--- config.mk ---
export PLATFORM = sky130hd
export DESIGN_NAME = axil_ram_bridge
export DESIGN_NICKNAME = d
export VERILOG_FILES = /design/src/rtl/axil_pkg.sv /design/src/rtl/axil_ram_bridge.sv
export SDC_FILE = /design/constraint.sdc
export NUM_CORES = 1
export LEC_CHECK = 0
export ABC_CLOCK_PERIOD_IN_PS = 2500
export CORE_MARGIN = 2
export CORE_UTILIZATION = 44
export CTS_BUF_LIST = sky130_fd_sc_hd__clkbuf_2 sky130_fd_sc_hd__clkbuf_4 sky130_fd_sc_hd__clkbuf_8
export CTS_CLUSTER_DIAMETER = 40
export DETAILED_ROUTE_END_ITERATION = 16
export GPL_TIMING_DRIVEN = 0
export PLACE_DENSITY = 0.83
export SLEW_MARGIN = 20
export SYNTH_ARGS = -nofsm -noshare
export SYNTH_HDL_FRONTEND = slang
export SYNTH_SLANG_ARGS = --single-unit
--- constraint.sdc ---
create_clock -name clock -period 2.5 [get_ports clock]
set_input_delay 0.75 -clock clock [delete_from_list [all_inputs] [get_ports clock]]
set_output_delay 0.75 -clock clock [all_outputs]
set_load 0.005 [all_outputs]
--- src/rtl/axil_pkg.sv ---
// Shared definitions for the AXI4-Lite to RAM bridge: response codes,
// bridge FSM states and arbitration grant tags.
package axil_pkg;

  localparam logic [1:0] RESP_OKAY   = 2'b00;
  localparam logic [1:0] RESP_SLVERR = 2'b10;

  typedef enum logic [2:0] {
    ST_IDLE,
    ST_WREQ,
    ST_WRESP,
    ST_RREQ,
    ST_RRESP
  } bridge_state_t;

  typedef enum logic {
    GRANT_READ  = 1'b0,
    GRANT_WRITE = 1'b1
  } grant_t;

endpackage

--- src/rtl/axil_ram_bridge.sv ---
// AXI4-Lite slave that serialises reads and writes into single-cycle RAM
// requests, word-aligning and range-checking each address.
module axil_ram_bridge
  import axil_pkg::*;
#(
  parameter int                    ADDR_WIDTH = 32,
  parameter int                    DATA_WIDTH = 32,
  parameter logic [ADDR_WIDTH-1:0] MEM_BASE   = 32'h8000_0000,
  parameter logic [ADDR_WIDTH-1:0] MEM_SIZE   = 32'h0800_0000
) (
  input  logic                    clock,
  input  logic                    reset_n,
  input  logic                    awvalid,
  output logic                    awready,
  input  logic [ADDR_WIDTH-1:0]   awaddr,
  input  logic                    wvalid,
  output logic                    wready,
  input  logic [DATA_WIDTH-1:0]   wdata,
  input  logic [DATA_WIDTH/8-1:0] wstrb,
  output logic                    bvalid,
  input  logic                    bready,
  output logic [1:0]              bresp,
  input  logic                    arvalid,
  output logic                    arready,
  input  logic [ADDR_WIDTH-1:0]   araddr,
  output logic                    rvalid,
  input  logic                    rready,
  output logic [DATA_WIDTH-1:0]   rdata,
  output logic [1:0]              rresp,
  output logic                    ram_valid,
  output logic                    ram_wen,
  output logic [ADDR_WIDTH-1:0]   ram_addr,
  output logic [DATA_WIDTH-1:0]   ram_wdata,
  output logic [DATA_WIDTH/8-1:0] ram_wmask,
  input  logic [DATA_WIDTH-1:0]   ram_rdata
);

  localparam int STRB_W = DATA_WIDTH / 8;

  // Window bounds carry one extra bit so a window ending at the top of the
  // address space cannot wrap.
  localparam logic [ADDR_WIDTH:0] RANGE_LO = {1'b0, MEM_BASE};
  localparam logic [ADDR_WIDTH:0] RANGE_HI = {1'b0, MEM_BASE} + {1'b0, MEM_SIZE}
                                           - {{(ADDR_WIDTH-2){1'b0}}, 3'b100};

  function automatic logic [ADDR_WIDTH-1:0] word_align(input logic [ADDR_WIDTH-1:0] a);
    return {a[ADDR_WIDTH-1:2], 2'b00};
  endfunction

  function automatic logic in_window(input logic [ADDR_WIDTH-1:0] a);
    return ({1'b0, a} >= RANGE_LO) && ({1'b0, a} <= RANGE_HI);
  endfunction

  bridge_state_t           state, state_nxt;
  grant_t                  last_grant;
  logic                    aw_full, w_full;
  logic [ADDR_WIDTH-1:0]   aw_addr_q;
  logic [DATA_WIDTH-1:0]   w_data_q;
  logic [STRB_W-1:0]       w_strb_q;
  logic                    write_ready, read_ready;
  logic                    grant_write, grant_read;
  logic                    in_range;

  assign write_ready = aw_full & w_full;
  assign read_ready  = arvalid;
  assign grant_write = (state == ST_IDLE) && write_ready &&
                       (!read_ready || (last_grant == GRANT_READ));
  assign grant_read  = (state == ST_IDLE) && read_ready && !grant_write;
  assign in_range    = in_window(ram_addr);

  // Ready outputs are held low while reset is asserted.
  assign awready = reset_n && !aw_full;
  assign wready  = reset_n && !w_full;
  assign arready = reset_n && grant_read;

  always_comb begin
    state_nxt = state;
    ram_valid = 1'b0;
    ram_wen   = 1'b0;
    bvalid    = 1'b0;
    rvalid    = 1'b0;
    case (state)
      ST_IDLE: begin
        if (grant_write)     state_nxt = ST_WREQ;
        else if (grant_read) state_nxt = ST_RREQ;
      end
      ST_WREQ: begin
        ram_valid = in_range;
        ram_wen   = in_range;
        state_nxt = ST_WRESP;
      end
      ST_WRESP: begin
        bvalid = 1'b1;
        if (bready) state_nxt = ST_IDLE;
      end
      ST_RREQ: begin
        ram_valid = in_range;
        state_nxt = ST_RRESP;
      end
      ST_RRESP: begin
        rvalid = 1'b1;
        if (rready) state_nxt = ST_IDLE;
      end
      default: state_nxt = ST_IDLE;
    endcase
  end

  always_ff @(posedge clock or negedge reset_n) begin
    if (!reset_n) begin
      state      <= ST_IDLE;
      last_grant <= GRANT_READ;
      aw_full    <= 1'b0;
      w_full     <= 1'b0;
      bresp      <= RESP_OKAY;
      rresp      <= RESP_OKAY;
      rdata      <= '0;
      ram_addr   <= '0;
      ram_wdata  <= '0;
      ram_wmask  <= '0;
    end else begin
      state <= state_nxt;

      // Both flags are full when a write is granted, so no handshake can race the clear.
      if (grant_write) begin
        aw_full <= 1'b0;
        w_full  <= 1'b0;
      end else begin
        if (awvalid && awready) aw_full <= 1'b1;
        if (wvalid && wready)   w_full  <= 1'b1;
      end

      if (state == ST_WRESP && bready) last_grant <= GRANT_WRITE;
      if (state == ST_RRESP && rready) last_grant <= GRANT_READ;

      if (grant_write) begin
        ram_addr  <= word_align(aw_addr_q);
        ram_wdata <= w_data_q;
        ram_wmask <= w_strb_q;
      end else if (grant_read) begin
        ram_addr  <= word_align(araddr);
      end

      if (state == ST_WREQ) bresp <= in_range ? RESP_OKAY : RESP_SLVERR;

      if (state == ST_RREQ) begin
        rdata <= in_range ? ram_rdata : '0;
        rresp <= in_range ? RESP_OKAY : RESP_SLVERR;
      end
    end
  end

  always_ff @(posedge clock) begin
    if (awvalid && awready) aw_addr_q <= awaddr;
    if (wvalid && wready) begin
      w_data_q <= wdata;
      w_strb_q <= wstrb;
    end
  end

endmodule

Yosys cells after proc, flatten, opt, wreduce, memory -nomap -nowiden
Index checks and enable logic that the tools add are counted.
- bits in registers: 178
- input bits: 139
- output and inout bits: 111
- logic and storage cells: 67
- order comparisons: 2
- eq/ne operators: 7
- multiplexer cells: 19
- bitwise operators: 2
- reductions and logical operators: 24
- operators with widths (cell ; number):
    32-bit 2-to-1 mux ; 3
    32-bit greater-or-equal comparator, second input constant ; 1
    32-bit <= comparator, second input constant ; 1
    3-bit case mux with 5 select lines ; 1
    1-bit logical AND ; 12
    3-bit 2-to-1 mux ; 4
    1-bit 2-to-1 mux ; 10
    2-bit nonzero test ; 4
    3-bit by 2-bit == test with 1-bit output, second input constant ; 2
    1-bit zero test ; 4
    2-bit inequality test, second input constant ; 2
    3-bit by 1-bit == test with 1-bit output, second input constant ; 1
    3-bit == test, second input constant ; 1
    3-bit zero test ; 1
    3-bit inequality test, second input constant ; 1
    3-bit AND reduction ; 1
    2-bit 2-to-1 mux ; 1
    2-bit OR reduction ; 1
    1-bit bitwise AND ; 1
    1-bit logical OR ; 1
    1-bit NOT ; 1

Depth between registers and ports, before layout
- word-level depth: 8
- mapped depth: 5
- mapped depth without buffers: 4

Least setup slack after synthesis
Ideal clock, no wire load.
- path kind: input to register
- from: in reset_n
- to: reg w_data_q[0] (enable)
- library setup time: 0.397 ns
- data arrival time: 1.837 ns
- required time: 2.103 ns
- slack: 0.267 ns
- stages on the path: 2
- buffers on the path: 0
- cell sequence: nor2b_1 > and2_1
- cells in the longest elaborated chain, start to end: 2
- RTL lines (element ; RTL line ; RTL):
    from (decl) ; axil_ram_bridge.sv:12 ; input logic reset_n,
    1-bit logical AND ; axil_ram_bridge.sv:73 ; assign wready = reset_n && !w_full;
    1-bit logical AND ; axil_ram_bridge.sv:154 ; if (wvalid && wready) begin
    to (signal assigned) ; axil_ram_bridge.sv:155 ; w_data_q <= wdata;
    to (decl) ; axil_ram_bridge.sv:58 ; logic [DATA_WIDTH-1:0] w_data_q;
No other way between the ends.
A chain may end at the register's enable or synchronous reset.

Worst setup path in the final report
- from: reg state[2]
- to: out ram_valid
- cells in the longest elaborated chain, start to end: 3
- elaborated cells on any way between the ends: 4
- classes of those cells: 2 x eq/ne; 1 x mux; 1 x reduce/logical
- RTL lines (element ; RTL line ; RTL):
    from (decl) ; axil_ram_bridge.sv:54 ; bridge_state_t state, state_nxt;
    from (signal assigned) ; axil_ram_bridge.sv:121 ; state <= state_nxt;
    3-bit by 1-bit == test with 1-bit output or 3-bit by 2-bit == test with 1-bit output (tied branches) ; axil_ram_bridge.sv:82 ; case (state)
    2-bit OR reduction (no source line) (*) ; - ;
    1-bit 2-to-1 mux (*) ; axil_ram_bridge.sv:82 ;
    to (decl) ; axil_ram_bridge.sv:30 ; output logic ram_valid,
Every way passes the cells marked *; elsewhere a longest branch is shown, timed or not.

==> metrics.cfg <==
[outcome]
status=finished, final reports clean

[floorplanning]
ioPinCount=250
die_width_microns=122
dieHeight_microns=122
row_count=43
dieArea_sq_mm=0.0149
core_sq_mm=0.0138
start_util=0.447

[yosys]
synth_xor_area_frac=0
ys_types=27
synth_edf_count=66
synthArstFlopShare=0.616
synthesis.area_sq_mm=0.00615
synth_compound_area_frac=0.109
ys.flop_type=dfrtp_1
synth_area_leaders=dfrtp_1 43%, edfxtp_1 32%, mux2_1 5.5%
synth.most_common_cell=dfrtp_1
ys_top_cells_by_count=106 x dfrtp_1, 66 x edfxtp_1, 39 x nor2_1, 37 x a21oi_1, 32 x a22o_1
yosys.area.top_type_share=0.431
yosysTopAreaCell=dfrtp_1
synthAdderAreaFrac=0
ys_warn_count=0
avgSynthCellArea_sq_um=15.5
syn_inst=398
synth_mux_area_frac=0.0659
synth_top_family_by_area=compound AO/OA/AOI/OAI gates
ys_ff_latch=172
seq_area_frac_synth=0.753
synth-simple-area-share=0.0472

[detailed_routing]
drc_errors=0
routedWlPerCell_microns=18.7
viasPerCell=5.18
num_vias=4521
drt_first_pass_iters=4
drt_wl_total_microns=16300
ant_nets=0
drt_iter0_drc=174

[pwr]
irDropWorstVdd_mv=0.583
p_leak_nw=3.84
finalPower_mw=9.53
p_per_area_mw_per_mm2=998

[timing]
rsz0062_at_grt=no
period_minus_slack_ns=2.38
fmax_mhz=420
finalHoldViolCount=0
slew_headroom=0.509
worstMarginPinSlew_ns=0.737
finalSetupViolations=0
finClkSkew_ns=0.00896
fin_crit_sh=0.952
slew_violations=0

[place]
dp_hpwl_microns=11100
post-place-cells=824
placed_cell_area_sq_mm=0.00886
place_congestion=0.810
port_buffers=241

[clock_tree]
cts_buffers=17
clk_pin_slew_ns=0.09
cts_buffer_depth=2
cts.sinks=172
root_buffer=clkbuf_8
cts_tree=built
clock_latency_ns=0.44
cts_hold_buffers=0
htreeDepth=4

[finish]
syn_to_final_growth_pct=55.1
nNetsFinal=818
fill_cells=970
diodes=0
fin_area_sq_mm=0.00955
stdcell_count=872
drive_above_1_share=0.127

[global_route]
grt_max_degree=37
grtUsageTotal=0.221
grt_first_pass_wirelength_microns=24600
grt_overflow=0
antenna_found_initial=0
grt_pass1_vias=4689

[critical_path]
critPathRequiredTime_ns=1.75
cp_max_fo=5
worstPathArrival_ns=1.63
worst_setup_path_end_kind=output port
start_kind=register
path_class=register to output port
ff2ff_path_depth=7

[min_path]
hp-class=primary input to async pin

[job]
drv_cap=0

==> through the flow <==
step / setup slack, ns / setup TNS (ns) / hold WS (ns) / utilization
2_1_floorplan: 0.267 / 0 / 0.432 / -
3_5_place_dp: -0.659 / -16.91 / 0.441 / 0.643
5_1_grt: 0.0415 / 0 / 0.0804 / 0.693
6_report: 0.120 / 0 / 0.119 / 0.693
3_3_place_gp: -4.48 / -670.81 / 0.435 / 0.639
4_1_cts: 0.00170 / 0 / 0.0907 / 0.689
==> cells by family after synthesis <==
group                  count (synthesis)
DFF                                  172
AOI/OAI and AO/OA                    102
other                                  1
buffers and inverters                 27
muxes                                 36
and+or+nand+nor                       60
==> path summary, 6_finish.rpt <==
path | from | endpoint | slack (ns)
worst max register to register | state[2] | rdata[1] | 0.63
min in group clock | w_data_q[17] | ram_wdata[17] | 0.46
worst min-delay path | reset_n | ram_wdata[2] | 0.12
worst min register to register | w_data_q[17] | ram_wdata[17] | 0.46
max in group asynchronous | reset_n | aw_full | 1.72
worst max-delay path | state[2] | ram_valid | 0.12
==> registers in the layout, indices dropped and copies added, names as in the netlist <==
| signal | flops |
|---|---|
| w_strb_q | 4 |
| rresp | 1 |
| ram_addr | 30 |
| rdata | 32 |
| aw_full | 1 |
| w_data_q | 32 |
| last_grant | 1 |
| ram_wmask | 4 |
| ram_wdata | 32 |
| state | 3 |
| bresp | 1 |
| w_full | 1 |
| aw_addr_q | 30 |
==> layer usage <==
| metal | track usage | vias up | part of all wire |
|---|---|---|---|
| li1 | - | 2037 | - |
| met1 | 0.253 | 2251 | 0.38 |
| met2 | 0.367 | 203 | 0.50 |
| met3 | 0.0901 | 30 | 0.088 |
| met4 | 0.0891 | 0 | 0.026 |
| met5 | 0 | - | 0 |
==> worst max-delay path: stages (launching register included) <==
cell	delay (ns)
dfrtp_2	0.45
and2b_2	0.25
and4b_1	0.21
dlygate4sd2_1	0.27
==> power breakdown <==
group / total (mW) / switching [mW] / leakage, nW / internal [mW]
clock: 2.09 / 0.932 / 0.217 / 1.16
combinational: 3.33 / 1.40 / 1.74 / 1.94
sequential: 4.10 / 0.424 / 1.88 / 3.67
total: 9.53 / 2.75 / 3.84 / 6.77
==> area by class of cell <==
| cell class | instances | area [sq um] | share of cell area |
|---|---|---|---|
| clock buffer | 24 | 287 | 0.0300 |
| multi-input combinational | 202 | 1410 | 0.147 |
| tap | 180 | 225 | 0.0236 |
| inverter | 2 | 7.51 | 0.000786 |
| sequential | 172 | 4640 | 0.486 |
| buffer | 25 | 151 | 0.0159 |
| clock inverter | 8 | 144 | 0.0151 |
| timing repair buffer | 259 | 2680 | 0.281 |
==> repair_timing <==
item                       in CTS  in global routing
buffers inserted                5                  8
hold endpoints to repair        0                  0
setup endpoints to repair       7                  4
pin swaps                       1                  0
gates resized for setup        25                  6
gates cloned                    3                  0
==> cells in the final DEF, fill, tap and decap left out, drive strengths merged <==
| master | netlist | final |
|---|---|---|
| a211oi | 1 | 1 |
| a21oi | 37 | 37 |
| a22o | 32 | 32 |
| and2 | 3 | 3 |
| and2b | 1 | 1 |
| and4b | 1 | 1 |
| buf | 15 | 32 |
| bufbuf | 0 | 3 |
| bufinv | 0 | 4 |
| clkbuf | 10 | 35 |
| clkdlybuf4s15 | 0 | 1 |
| clkdlybuf4s50 | 0 | 232 |
| clkinv | 0 | 2 |
| clkinvlp | 0 | 2 |
| conb | 1 | 4 |
| dfrtp | 106 | 106 |
| dlygate4sd2 | 0 | 3 |
| dlymetal6s2s | 0 | 2 |
| edfxtp | 66 | 66 |
| inv | 2 | 2 |
| mux2 | 36 | 36 |
| nand2 | 5 | 5 |
| nand3 | 2 | 2 |
| nand4 | 1 | 1 |
| nor2 | 39 | 39 |
| nor2b | 4 | 4 |
| nor3 | 3 | 3 |
| nor4 | 1 | 1 |
| o21ai | 2 | 2 |
| o22ai | 30 | 30 |
(Power assumes the default switching activity.)
